**src/rtl/cassette_recorder_if.sv**
```systemverilog
// SDRAM write port of the cassette recorder: one-byte write request held until the
// memory side accepts it.
`timescale 1ns/1ps
interface cassette_recorder_if;
  logic [20:0] sdram_addr;
  logic [7:0]  sdram_data;
  logic        sdram_wr;
  logic        sdram_available;
  logic        sdram_ready;

  modport master (
    output sdram_addr, sdram_data, sdram_wr,
    input  sdram_available, sdram_ready
  );

  modport slave (
    input  sdram_addr, sdram_data, sdram_wr,
    output sdram_available, sdram_ready
  );
endinterface

```
**src/rtl/cassette_recorder.sv**
```systemverilog
// SVI-328 tape record path: FSK half-period decoder, CAS header insertion, byte FIFO
// and SDRAM writer that builds a .CAS image in the cassette area.
`timescale 1ns/1ps
module cassette_recorder #(
  parameter logic [15:0] HALF_MIN   = 16'd1900,
  parameter logic [15:0] HALF_THR   = 16'd6700,
  parameter logic [15:0] HALF_MAX   = 16'd11500,
  parameter logic [9:0]  LEADER_MIN = 10'd256,
  parameter int          FIFO_DEPTH = 8
) (
  input  logic                clk,
  input  logic                reset,
  input  logic                record,
  input  logic                rewind,
  input  logic                tap_i,
  cassette_recorder_if.master bus,
  output logic [20:0]         length,
  output logic [2:0]          status
);
  localparam int AW = $clog2(FIFO_DEPTH);

  typedef enum logic [2:0] {IDLE, LEADER, HDR, SYNC, DATA} state_t;
  state_t state, next_state;

  logic [2:0]    tap_sync;
  logic [15:0]   hcnt;
  logic          have_half, half_long;
  logic [9:0]    lcnt;
  logic [2:0]    hidx, bcnt;
  logic          one_half;
  logic [6:0]    shreg;
  logic [7:0]    fifo_mem [FIFO_DEPTH];
  logic [AW:0]   wptr, rptr, fill;
  logic          full, empty, push, pop, err, drop;
  logic [7:0]    push_data;
  logic          wr_req, addr_full, overflow, decode_error;
  logic [20:0]   wr_addr;
  logic [7:0]    wr_data;
  logic          tap_edge, half_ok, is_long, lost, short_cyc, long_cyc, mixed, bit_done;

  function automatic logic [7:0] hdr_byte(input logic [2:0] i);
    case (i)
      3'd0:    hdr_byte = 8'h1F;
      3'd1:    hdr_byte = 8'hA6;
      3'd2:    hdr_byte = 8'hDE;
      3'd3:    hdr_byte = 8'hBA;
      3'd4:    hdr_byte = 8'hCC;
      3'd5:    hdr_byte = 8'h13;
      3'd6:    hdr_byte = 8'h7D;
      3'd7:    hdr_byte = 8'h74;
      default: hdr_byte = 8'h00;
    endcase
  endfunction

  // Loss fires once, the first clock no valid half-period can still end.
  assign tap_edge  = tap_sync[2] ^ tap_sync[1];
  assign half_ok   = tap_edge && (hcnt >= HALF_MIN) && (hcnt <= HALF_MAX);
  assign is_long   = (hcnt >= HALF_THR);
  assign lost      = (hcnt == HALF_MAX + 16'd1);
  assign short_cyc = half_ok && have_half && !half_long && !is_long;
  assign long_cyc  = half_ok && have_half && half_long && is_long;
  assign mixed     = half_ok && have_half && (half_long != is_long);
  assign bit_done  = long_cyc || (short_cyc && one_half);

  assign fill  = wptr - rptr;
  assign full  = (fill == FIFO_DEPTH[AW:0]);
  assign empty = (wptr == rptr);
  assign pop   = !empty && ((wr_req && bus.sdram_ready) || addr_full);

  // Synchroniser and half-period counter; glitch edges leave the count running.
  always_ff @(posedge clk) begin
    if (reset) begin
      tap_sync <= 3'b000;
      hcnt     <= 16'd0;
    end else begin
      tap_sync <= {tap_sync[1:0], tap_i};
      if (tap_edge && (hcnt >= HALF_MIN)) hcnt <= 16'd0;
      else if (hcnt != 16'hFFFF)          hcnt <= hcnt + 16'd1;
    end
  end

  // Pair half-periods into cycles; on a mixed pair the newer half restarts the pairing.
  always_ff @(posedge clk) begin
    if (reset || (state == IDLE) || lost) begin
      have_half <= 1'b0;
      half_long <= 1'b0;
    end else if (half_ok) begin
      if (!have_half) begin
        have_half <= 1'b1;
        half_long <= is_long;
      end else if (half_long == is_long) begin
        have_half <= 1'b0;
      end else begin
        half_long <= is_long;
      end
    end
  end

  always_ff @(posedge clk) begin
    if (reset || rewind) state <= IDLE;
    else                 state <= next_state;
  end

  // Next state plus FIFO push requests.
  always_comb begin
    next_state = state;
    push       = 1'b0;
    push_data  = 8'h00;
    err        = 1'b0;
    drop       = 1'b0;
    case (state)
      IDLE: begin
        if (record) next_state = LEADER;
        else        next_state = IDLE;
      end
      LEADER: begin
        if (short_cyc && (lcnt == LEADER_MIN - 10'd1)) next_state = HDR;
        else                                           next_state = LEADER;
      end
      HDR: begin
        push_data = hdr_byte(hidx);
        if (!full) begin
          push = 1'b1;
          if (hidx == 3'd7) next_state = SYNC;
          else              next_state = HDR;
        end else begin
          next_state = HDR;
        end
      end
      SYNC: begin
        if (lost)          next_state = LEADER;
        else if (long_cyc) next_state = DATA;
        else               next_state = SYNC;
      end
      DATA: begin
        if (lost || mixed || (long_cyc && one_half)) begin
          err        = 1'b1;
          next_state = LEADER;
        end else if (bit_done && (bcnt == 3'd7)) begin
          push_data  = {shreg, short_cyc};
          push       = !full;
          drop       = full;
          next_state = SYNC;
        end else begin
          next_state = DATA;
        end
      end
      default: next_state = IDLE;
    endcase
    if (!record) next_state = IDLE;
    else         next_state = next_state;
  end

  // Leader length, header index and bit assembly; each clears outside its own state.
  always_ff @(posedge clk) begin
    if (reset || (state != LEADER) || long_cyc || lost || mixed) lcnt <= 10'd0;
    else if (short_cyc)                                          lcnt <= lcnt + 10'd1;

    if (reset || (state != HDR)) hidx <= 3'd0;
    else if (!full)              hidx <= hidx + 3'd1;

    if (reset || (state != DATA)) begin
      bcnt     <= 3'd0;
      one_half <= 1'b0;
      shreg    <= 7'd0;
    end else if (long_cyc) begin
      shreg <= {shreg[5:0], 1'b0};
      bcnt  <= bcnt + 3'd1;
    end else if (short_cyc) begin
      if (one_half) begin
        shreg    <= {shreg[5:0], 1'b1};
        bcnt     <= bcnt + 3'd1;
        one_half <= 1'b0;
      end else begin
        one_half <= 1'b1;
      end
    end
  end

  always_ff @(posedge clk) begin
    if (push) fifo_mem[wptr[AW-1:0]] <= push_data;
  end

  // FIFO pointers, SDRAM request/handshake and sticky status.
  always_ff @(posedge clk) begin
    if (reset || rewind) begin
      wptr         <= '0;
      rptr         <= '0;
      wr_req       <= 1'b0;
      wr_addr      <= 21'd0;
      wr_data      <= 8'h00;
      addr_full    <= 1'b0;
      overflow     <= 1'b0;
      decode_error <= 1'b0;
    end else begin
      if (push) wptr <= wptr + 1'b1;
      if (pop)  rptr <= rptr + 1'b1;
      if (wr_req) begin
        if (bus.sdram_ready) begin
          wr_req <= 1'b0;
          if (wr_addr == 21'h1FFFFF) begin
            addr_full <= 1'b1;
            overflow  <= 1'b1;
          end else begin
            wr_addr <= wr_addr + 21'd1;
          end
        end
      end else if (!empty && bus.sdram_available && !addr_full) begin
        wr_req  <= 1'b1;
        wr_data <= fifo_mem[rptr[AW-1:0]];
      end
      if (drop) overflow     <= 1'b1;
      if (err)  decode_error <= 1'b1;
    end
  end

  assign bus.sdram_wr   = wr_req;
  assign bus.sdram_addr = wr_addr;
  assign bus.sdram_data = wr_data;
  assign length         = wr_addr;
  assign status         = {overflow, decode_error, (state == SYNC) || (state == DATA)};
endmodule

```
**src/flat_wrapper.sv**
```systemverilog
// flat-port wrapper written by rule: the top's interface ports become plain ports
module cassette_recorder_flat 
#(
  parameter logic [15:0] HALF_MIN   = 16'd1900,
  parameter logic [15:0] HALF_THR   = 16'd6700,
  parameter logic [15:0] HALF_MAX   = 16'd11500,
  parameter logic [9:0]  LEADER_MIN = 10'd256,
  parameter int          FIFO_DEPTH = 8
)
  (clk, reset, record, rewind, tap_i, length, status, bus_sdram_addr, bus_sdram_data, bus_sdram_wr, bus_sdram_available, bus_sdram_ready);
  cassette_recorder_if bus_i ();
  input  logic clk;
  input  logic reset;
  input  logic record;
  input  logic rewind;
  input  logic tap_i;
  output logic [20:0] length;
  output logic [2:0] status;
  output wire logic [$bits(bus_i.sdram_addr)-1:0] bus_sdram_addr;
  output wire logic [$bits(bus_i.sdram_data)-1:0] bus_sdram_data;
  output wire logic [$bits(bus_i.sdram_wr)-1:0] bus_sdram_wr;
  input wire logic [$bits(bus_i.sdram_available)-1:0] bus_sdram_available;
  input wire logic [$bits(bus_i.sdram_ready)-1:0] bus_sdram_ready;
  assign bus_sdram_addr = bus_i.sdram_addr;
  assign bus_sdram_data = bus_i.sdram_data;
  assign bus_sdram_wr = bus_i.sdram_wr;
  assign bus_i.sdram_available = bus_sdram_available;
  assign bus_i.sdram_ready = bus_sdram_ready;
  cassette_recorder #(.HALF_MIN(HALF_MIN), .HALF_THR(HALF_THR), .HALF_MAX(HALF_MAX), .LEADER_MIN(LEADER_MIN), .FIFO_DEPTH(FIFO_DEPTH)) u_core (.clk(clk), .reset(reset), .record(record), .rewind(rewind), .tap_i(tap_i), .bus(bus_i), .length(length), .status(status));
endmodule
```
**config.mk**
```make
export PLATFORM = sky130hd
export DESIGN_NAME = cassette_recorder_flat
export DESIGN_NICKNAME = d
export VERILOG_FILES = /design/src/rtl/cassette_recorder_if.sv /design/src/rtl/cassette_recorder.sv /design/src/flat_wrapper.sv
export SDC_FILE = /design/constraint.sdc
export NUM_CORES = 1
export LEC_CHECK = 0
export ABC_CLOCK_PERIOD_IN_PS = 5500
export CORE_UTILIZATION = 55
export CTS_BUF_LIST = sky130_fd_sc_hd__clkbuf_8
export CTS_CLUSTER_DIAMETER = 120
export DETAILED_ROUTE_END_ITERATION = 16
export GPL_ROUTABILITY_DRIVEN = 0
export PLACE_DENSITY_LB_ADDON = 0.05
export SYNTH_ARGS = -nofsm -noshare
export SYNTH_HDL_FRONTEND = slang
export SYNTH_SLANG_ARGS = --single-unit
```
**constraint.sdc**
```tcl
create_clock -name clk -period 5.5 [get_ports clk]
set_clock_uncertainty 0.2 [all_clocks]
set_input_delay 0.55 -clock clk [delete_from_list [all_inputs] [get_ports clk]]
set_output_delay 0.55 -clock clk [all_outputs]
set_load 0.1 [all_outputs]
```
==> After elaboration in Yosys (flattened, before gate mapping) <==
Memories as Yosys holds them, arrays and structs flattened. A register that Yosys moved wholly into a read port is not among the register bits.
Index checks and enable logic that the tools add are counted.
{ "op_classes": {"reduce_logical": 52, "n_lt_le_gt_ge": 3, "muxes": 42, "bitwise": 5, "eq_ne": 18, "add_sub_neg": 8} }
{ "ops": {"columns": ["operator", "count"], "rows": [
  ["two-way mux 3 bit", 9],
  ["two-way mux 1 bit", 24],
  ["adder 21 x 1 -> 21 bit, second input constant", 1],
  ["== test 21 bit, second input constant", 1],
  ["two-way mux 7 bit", 3],
  ["adder 16 x 1 -> 16 bit, second input constant", 1],
  ["== test 16 x 14 -> 1 bit, second input constant", 1],
  ["greater-or-equal comparator 16 x 11 -> 1 bit, second input constant", 1],
  ["greater-or-equal comparator 16 x 13 -> 1 bit, second input constant", 1],
  ["less-or-equal comparator 16 x 14 -> 1 bit, second input constant", 1],
  ["logical AND 1 bit", 16],
  ["two-way mux 8 bit", 2],
  ["inequality test 16 bit, second input constant", 1],
  ["case mux 8 bit (2 select lines)", 1],
  ["case mux 3 bit (5 select lines)", 1],
  ["logical OR 1 bit", 14],
  ["adder 10 x 1 -> 10 bit, second input constant", 1],
  ["== test 10 x 8 -> 1 bit, second input constant", 1],
  ["AND reduction 2 bit", 5],
  ["nonzero test 2 bit", 5],
  ["== test 3 bit, second input constant", 3],
  ["AND reduction 3 bit", 3],
  ["adder 4 x 1 -> 4 bit, second input constant", 2],
  ["adder 3 x 1 -> 3 bit, second input constant", 2],
  ["other kinds (18)", 28]
]} }
{ "word_totals": {"reg_bits": 81, "ramBits": 64, "memories": 2, "mem_bits_ro": 64} }
{ "memory_table": {"columns": ["name", "words", "width", "read_ports", "rd_ports_with_merged_regs", "write_ports", "line_no", "text"], "rows": [
  ["(no name shown)", 8, 8, 1, 1, 0, "cassette_recorder.sv:42", "case (i)"],
  ["u_core.fifo_mem", 8, 8, 1, 1, 1, "cassette_recorder.sv:32", "logic [7:0] fifo_mem [FIFO_DEPTH];"]
]} }

==> Longest topological paths before layout <==
Gate-level depths: netlist of the first run.
{ "logic_depth": {"ltp_word": 14, "depth_mapped": 14, "depth_no_buf": 12} }

==> Least setup slack after synthesis of the first run <==
OpenSTA, ideal clock, no wires.
{ "synth_path": {"kind": "flip-flop to flip-flop", "startpoint": "register u_core.rptr[1]", "endpoint": "register with a tool-made name", "required_ns": 5.179, "setup_slack_ns": 1.491, "stages_incl_launch_ff": 14, "setup_ns": 0.121, "path_buffers": 2, "arrival_ns": 3.688, "path_cell_list": "dfxtp_1 -> clkbuf_1 -> clkbuf_1 -> inv_1 -> ha_1 -> nor2b_1 -> or4b_1 -> a211oi_1 -> nor2_2 -> xnor2_1 -> nor3_1 -> inv_1 -> ha_1 -> mux2_2"} }
{ "synth_lines": {"columns": ["item", "line_no", "text"], "rows": [
  ["start: declaration", "cassette_recorder.sv:33", "logic [AW:0] wptr, rptr, fill;"],
  ["start signal: assignment", "cassette_recorder.sv:197", "if (pop) rptr <= rptr + 1'b1;"]
]} }

==> metrics.cfg, run 1 <==
[status]
outcome=finished, final reports clean

[route]
drc=0
routed_wl_mm=13.5
wl_per_cell_um=15.1
firstDrtPassIters=5
drtIter0Drc=210
viasPerCell=5.58
num_vias=4970
ant_nets=0

[placed_design]
dp_hpwl_mm=9.65
placed_area_sq_um=7960
portBuffers=60

[global_route]
grt_use_met2_pct=33.3
met1_usage_pct=26.6
first_global_vias=4723
grt_pass1_wl_mm=22.7
overflow=0
gr-usage-met3_pct=4.31
antenna_found_initial=0
busiest_layer=met2
groute.usage.overall_pct=20.5
grt_max_degree=40

[synthesis]
synthTopCellsByCount=dfxtp_1, nor2_1, edfxtp_1
avgSynthCellArea_sq_um=11.0
synth-edff-count=64
synth_top_area_share_pct=26.3
synth_area_sq_um=7380
synth_cell_types=62
syn_inst=669
ys.flop_type=dfxtp_1
synth_nets=696
ys_top_cells_by_area=dfxtp_1, edfxtp_1, mux4_2
ys_seq_elements=161
synth.most_common_cell=dfxtp_1
async_flop_share_pct=0
yosysTopAreaCell=dfxtp_1
synth_warnings=0
ys_seq_area_share_pct=52.3

[power]
power_frac_seq_pct=59.3
finalPower_uw=2080
powerDensity_nw_per_um2=250
p_switching_uw=466
p_clk_share_pct=39.3
internal-power_uw=1620
peakVddDrop_mv=0.162
switching_share_pct=22.4
p_leak_uw=0.00253
p_comb_share_pct=1.3

[clocking]
postCtsHoldBufs=0
numCtsBuffers=17
clkTransAtPathRegs_ns=0.09
cts_root_buf=clkbuf_8
cts_max_level=4
cts_sinks=161
cts-resized-gates=0
clockBufferDepth=2
postCtsSetupRepairBufs=0
cts_tree=built
clock_latency_ns=0.46

[critical_path]
endpoint_kind=flip-flop
required_ns=5.65
r2r_slack_ns=1.59
startpoint=u_core.rptr[1]
critPathKind=flip-flop to flip-flop
critPathLaunchType=flip-flop
critPathArrivalTime_ns=4.07
r2r-start=u_core.rptr[1]
rr_worst_depth=12
cp_max_fo=20

[sta]
fin_setup_tns_ns=0
hold_viol_final=0
timing.fmax_ghz=0.256
slew_violations=0
rsz0062_at_grt=no
worst_pin_slew_ns=1.16
hold_ws_ns=0.247
fin_crit_sh_pct=71.1
setup_violations=0
slew_headroom_pct=22.3
fin_crit_ns=3.91

[floorplan]
initial_utilization_pct=57.4
fp.dieW_um=118
pin_count=61
num_rows=41
coreArea_sq_um=12900
die-area_sq_um=13900
die_height_um=118

[layout]
antenna_cells=0
syn2layout_area_growth_pct=12.9
drive_above_1_share_pct=10.6
fillers=1023
final_cell_area_sq_um=8340
fin_nets=733
seq_area_sq_um=3860
multi_input_area_sq_um=3140

[worst_hold_path]
min_path_type=flip-flop to flip-flop
min_from=u_core.tap_sync[0]

[job]
max-cap-violations=0

==> placed cells by master (no fill, tap or decap), types with 20 or more instances in the layout <==
cell type        count
edfxtp_1            64
nand2_1             30
dfxtp_1             97
mux2i_1             29
xnor2_1             20
nand3_1             20
a21oi_1             25
clkdlybuf4s50_1     60
ha_1                20
inv_1               22
nor2_1              80
o21ai_0             23
==> flip-flops by register name (all words and copies together), names as in the netlist, 3 cells and up, named ones only <==
register and count:
u_core.shreg 7, u_core.state 3, u_core.wptr 4, u_core.hcnt 16, u_core.tap_sync 3, u_core.hidx 3
u_core.bus.sdram_addr 21, u_core.rptr 4, u_core.lcnt 10, u_core.fifo_mem 64, u_core.bcnt 3, u_core.bus.sdram_data 8
==> metrics by stage <==
step / setup slack, ns / util [%] / cells
global placement: 1.74 / 61.9 / 859
floorplan: 1.49 / - / 669
finish: 1.59 / 64.8 / 891
detailed placement: 1.59 / 61.9 / 859
global route: 1.28 / 64.8 / 891
CTS: 1.56 / 64.8 / 891
==> power groups by stage <==
stage / sequential (uW) / combinational (uW) / clock, uW
after detailed placement: 1260 / 28.1 / 0
final: 1240 / 28.1 / 819
after global placement: 1260 / 28.0 / 0
after global routing: 1240 / 31.3 / 887
after floorplan: 1260 / 18.0 / 0
after CTS: 1240 / 28.3 / 841
==> worst min path at each step <==
stage,to,cells after the start
6_report,u_core.tap_sync[1],1
5_1_grt,u_core.tap_sync[1],1
4_1_cts,u_core.tap_sync[1],1
3_5_place_dp,u_core.tap_sync[1],1
3_3_place_gp,u_core.tap_sync[1],1
2_1_floorplan,u_core.tap_sync[1],1
==> logic make-up (layout without fill, tap and decap cells) <==
| kind of cell | after synthesis | count (layout) | share of synthesized area [%] |
|---|---|---|---|
| mux | 47 | 47 | 9.12 |
| flops | 161 | 161 | 52.3 |
| simple gates | 241 | 241 | 17.3 |
| compound gates | 90 | 90 | 8.30 |
| xor+xnor | 37 | 37 | 4.39 |
| buf+inv | 73 | 123 | 5.18 |
| fa+ha+maj | 20 | 20 | 3.39 |
==> routing by layer <==
| layer | wire, um | vias to the layer above | share of wire (%) |
|---|---|---|---|
| met1 | 6160 | 2352 | 46 |
| met5 | 0 | - | 0 |
| met2 | 6530 | 112 | 48 |
| met4 | 214 | 0 | 1.6 |
| met3 | 571 | 19 | 4.2 |
| li1 | - | 2487 | - |
==> critical path, stage by stage, from the launching register on <==
cell and delay, ns:
dfxtp_1 0.31, buf_4 0.26, inv_1 0.08, ha_1 0.31, nor2b_1 0.16, or4b_1 0.46, a211oi_1 0.39, nor2_2 0.16
xnor2_1 0.18, nor3_1 0.51, inv_1 0.19, ha_1 0.33, mux2_2 0.26
==> area by class of cell <==
class | count | share of cell area, %
flip-flops and latches | 161 | 46.3
multi-input cells | 435 | 37.6
repair buffers | 68 | 7.92
clock buffers | 18 | 2.97
well taps | 172 | 2.58
clock inverters | 14 | 1.55
inverters | 23 | 1.04
Note: power is estimated with default switching activity, not from simulation.
==> run 2, diff against run 1 <==
ABC_CLOCK_PERIOD_IN_PS = 3900   (was 5500)
clock period = 3.9 ns   (was 5.5 ns; I/O delays follow)
==> run 2 against run 1 <==
  * Global-route usage rose by 0.79 points
  * Worst hold slack got worse by 0.0011 ns
  * Core utilization rose by 0.17 points
  * First-iteration DRC count rose by 7.1%
  * Via count rose by 1.3%
  * Sequential cell count did not move
  * Wire length rose by 4.5%
  * Final cell count rose by 0.79%
  * Combinational power rose by 40%
  * Clock power rose by 31%
  * Clock-buffer cell count fell by 1
  * Critical path type unchanged
  * Largest cell class unchanged
==> metrics.cfg, run 2 (synthesis gave the netlist of run 1 again) <==
[route]
wl_per_cell_um=15.7
drtIter0Drc=225
routed_wl_mm=14.1
ant_nets=0
viasPerCell=5.61
firstDrtPassIters=4
num_vias=5036
drc=0

[global_route]
grt_use_met2_pct=36.6
grt_pass1_wl_mm=23.0
gr-usage-met3_pct=4.46
busiest_layer=met2
first_global_vias=4698
met1_usage_pct=25.8
groute.usage.overall_pct=21.3
overflow=0
grt_max_degree=40
antenna_found_initial=0

[power]
p_comb_share_pct=1.4
switching_share_pct=23.0
p_clk_share_pct=37.6
p_switching_uw=658
internal-power_uw=2200
peakVddDrop_mv=0.190
powerDensity_nw_per_um2=342
power_frac_seq_pct=61.0
p_leak_uw=0.00256

[floorplan]
pin_count=61
initial_utilization_pct=57.4
coreArea_sq_um=12900
num_rows=41
fp.dieW_um=118
die_height_um=118
die-area_sq_um=13900

[placed_design]
placed_area_sq_um=8020
pre_cts_slack_ns=0.360
portBuffers=60
dp_hpwl_mm=9.97

[sta]
worst_pin_slew_ns=0.997
fin_crit_ns=3.56
slew_headroom_pct=33.3
setup_violations=0
worst_slack_ns=0.341
fin_crit_sh_pct=91.3
rsz0062_at_grt=no
hold_viol_final=0
fin_setup_tns_ns=0
slew_violations=0
timing.fmax_ghz=0.281

[critical_path]
critPathKind=flip-flop to flip-flop
critPathArrivalTime_ns=3.71
cp_max_fo=9
endpoint_kind=flip-flop
critPathLaunchType=flip-flop
required_ns=4.05

[layout]
layout_commonest_cell=dfxtp_1
largest_reg_flops=64
multi_input_area_sq_um=3140
final_cell_mix=dfxtp_1, nor2_1, edfxtp_1
fillers=1013
antenna_cells=0
final_cell_area_sq_um=8360
drive_above_1_share_pct=11.6
syn2layout_area_growth_pct=13.2
seq_area_sq_um=3860
fin_nets=740

[clocking]
cts_root_buf=clkbuf_8
cts_tree=built
clkTransAtPathRegs_ns=0.09
cts_max_level=4
clockBufferDepth=2
cts_sinks=161
cts-resized-gates=0
postCtsSetupRepairBufs=0
postCtsHoldBufs=0
clock_latency_ns=0.46
numCtsBuffers=17

[worst_hold_path]
min_path_type=flip-flop to flip-flop

[job]
max-cap-violations=0

[status]
outcome=finished, final reports clean

-- run 2: critical path, cell delays in order (launching register included) --
cell and delay, ns:
dfxtp_1 0.49, ha_1 0.31, nor2b_1 0.16, or4b_1 0.47, a211oi_1 0.38, nor2_2 0.17, mux2i_1 0.17, nor3_1 0.36
inv_1 0.19, ha_1 0.30, mux2_2 0.25
-- run 2: area by class of cell --
type | instances | area share (%)
Timing Repair Buffer | 75 | 8.50
Multi-Input combinational cell | 435 | 37.6
Clock inverter | 15 | 1.30
Clock buffer | 17 | 2.80
Tap cell | 172 | 2.57
Inverter | 23 | 1.03
Sequential cell | 161 | 46.2
-- run 2: path summary, 6_finish.rpt --
| kind | from | to | slack, ns | depth (start not counted) |
|---|---|---|---|---|
| min | u_core.tap_sync[0] | u_core.tap_sync[1] | 0.25 | 1 |
| max | u_core.wptr[1] | flip-flop | 0.34 | 10 |
| max reg2reg | u_core.wptr[1] | flip-flop | 0.34 | 10 |
| min reg2reg | u_core.tap_sync[0] | u_core.tap_sync[1] | 0.25 | 1 |
-- run 2: metrics by stage --
step	hold WS, ns	power [uW]	cells	util (%)
6_report	0.246	2860	898	64.9
5_1_grt	0.270	2960	898	64.9
4_1_cts	0.253	2880	898	64.9
3_5_place_dp	0.228	1820	866	62.3
3_3_place_gp	0.223	1820	866	62.3
2_1_floorplan	0.214	1810	669	-
-- run 2: power groups by stage --
stage / combinational, uW / sequential [uW] / clock [uW]
finish: 39.2 / 1740 / 1070
global route: 43.3 / 1740 / 1170
CTS: 39.7 / 1740 / 1100
detailed placement: 39.6 / 1780 / 0
global placement: 38.5 / 1780 / 0
floorplan: 25.5 / 1780 / 0
-- run 2: routing by layer --
metal	vias to the layer above	wire, um	share of wire, %
met5	-	0	0
met3	20	452	3.2
met2	102	7010	50
met4	0	255	1.8
met1	2416	6370	45
li1	2498	-	-
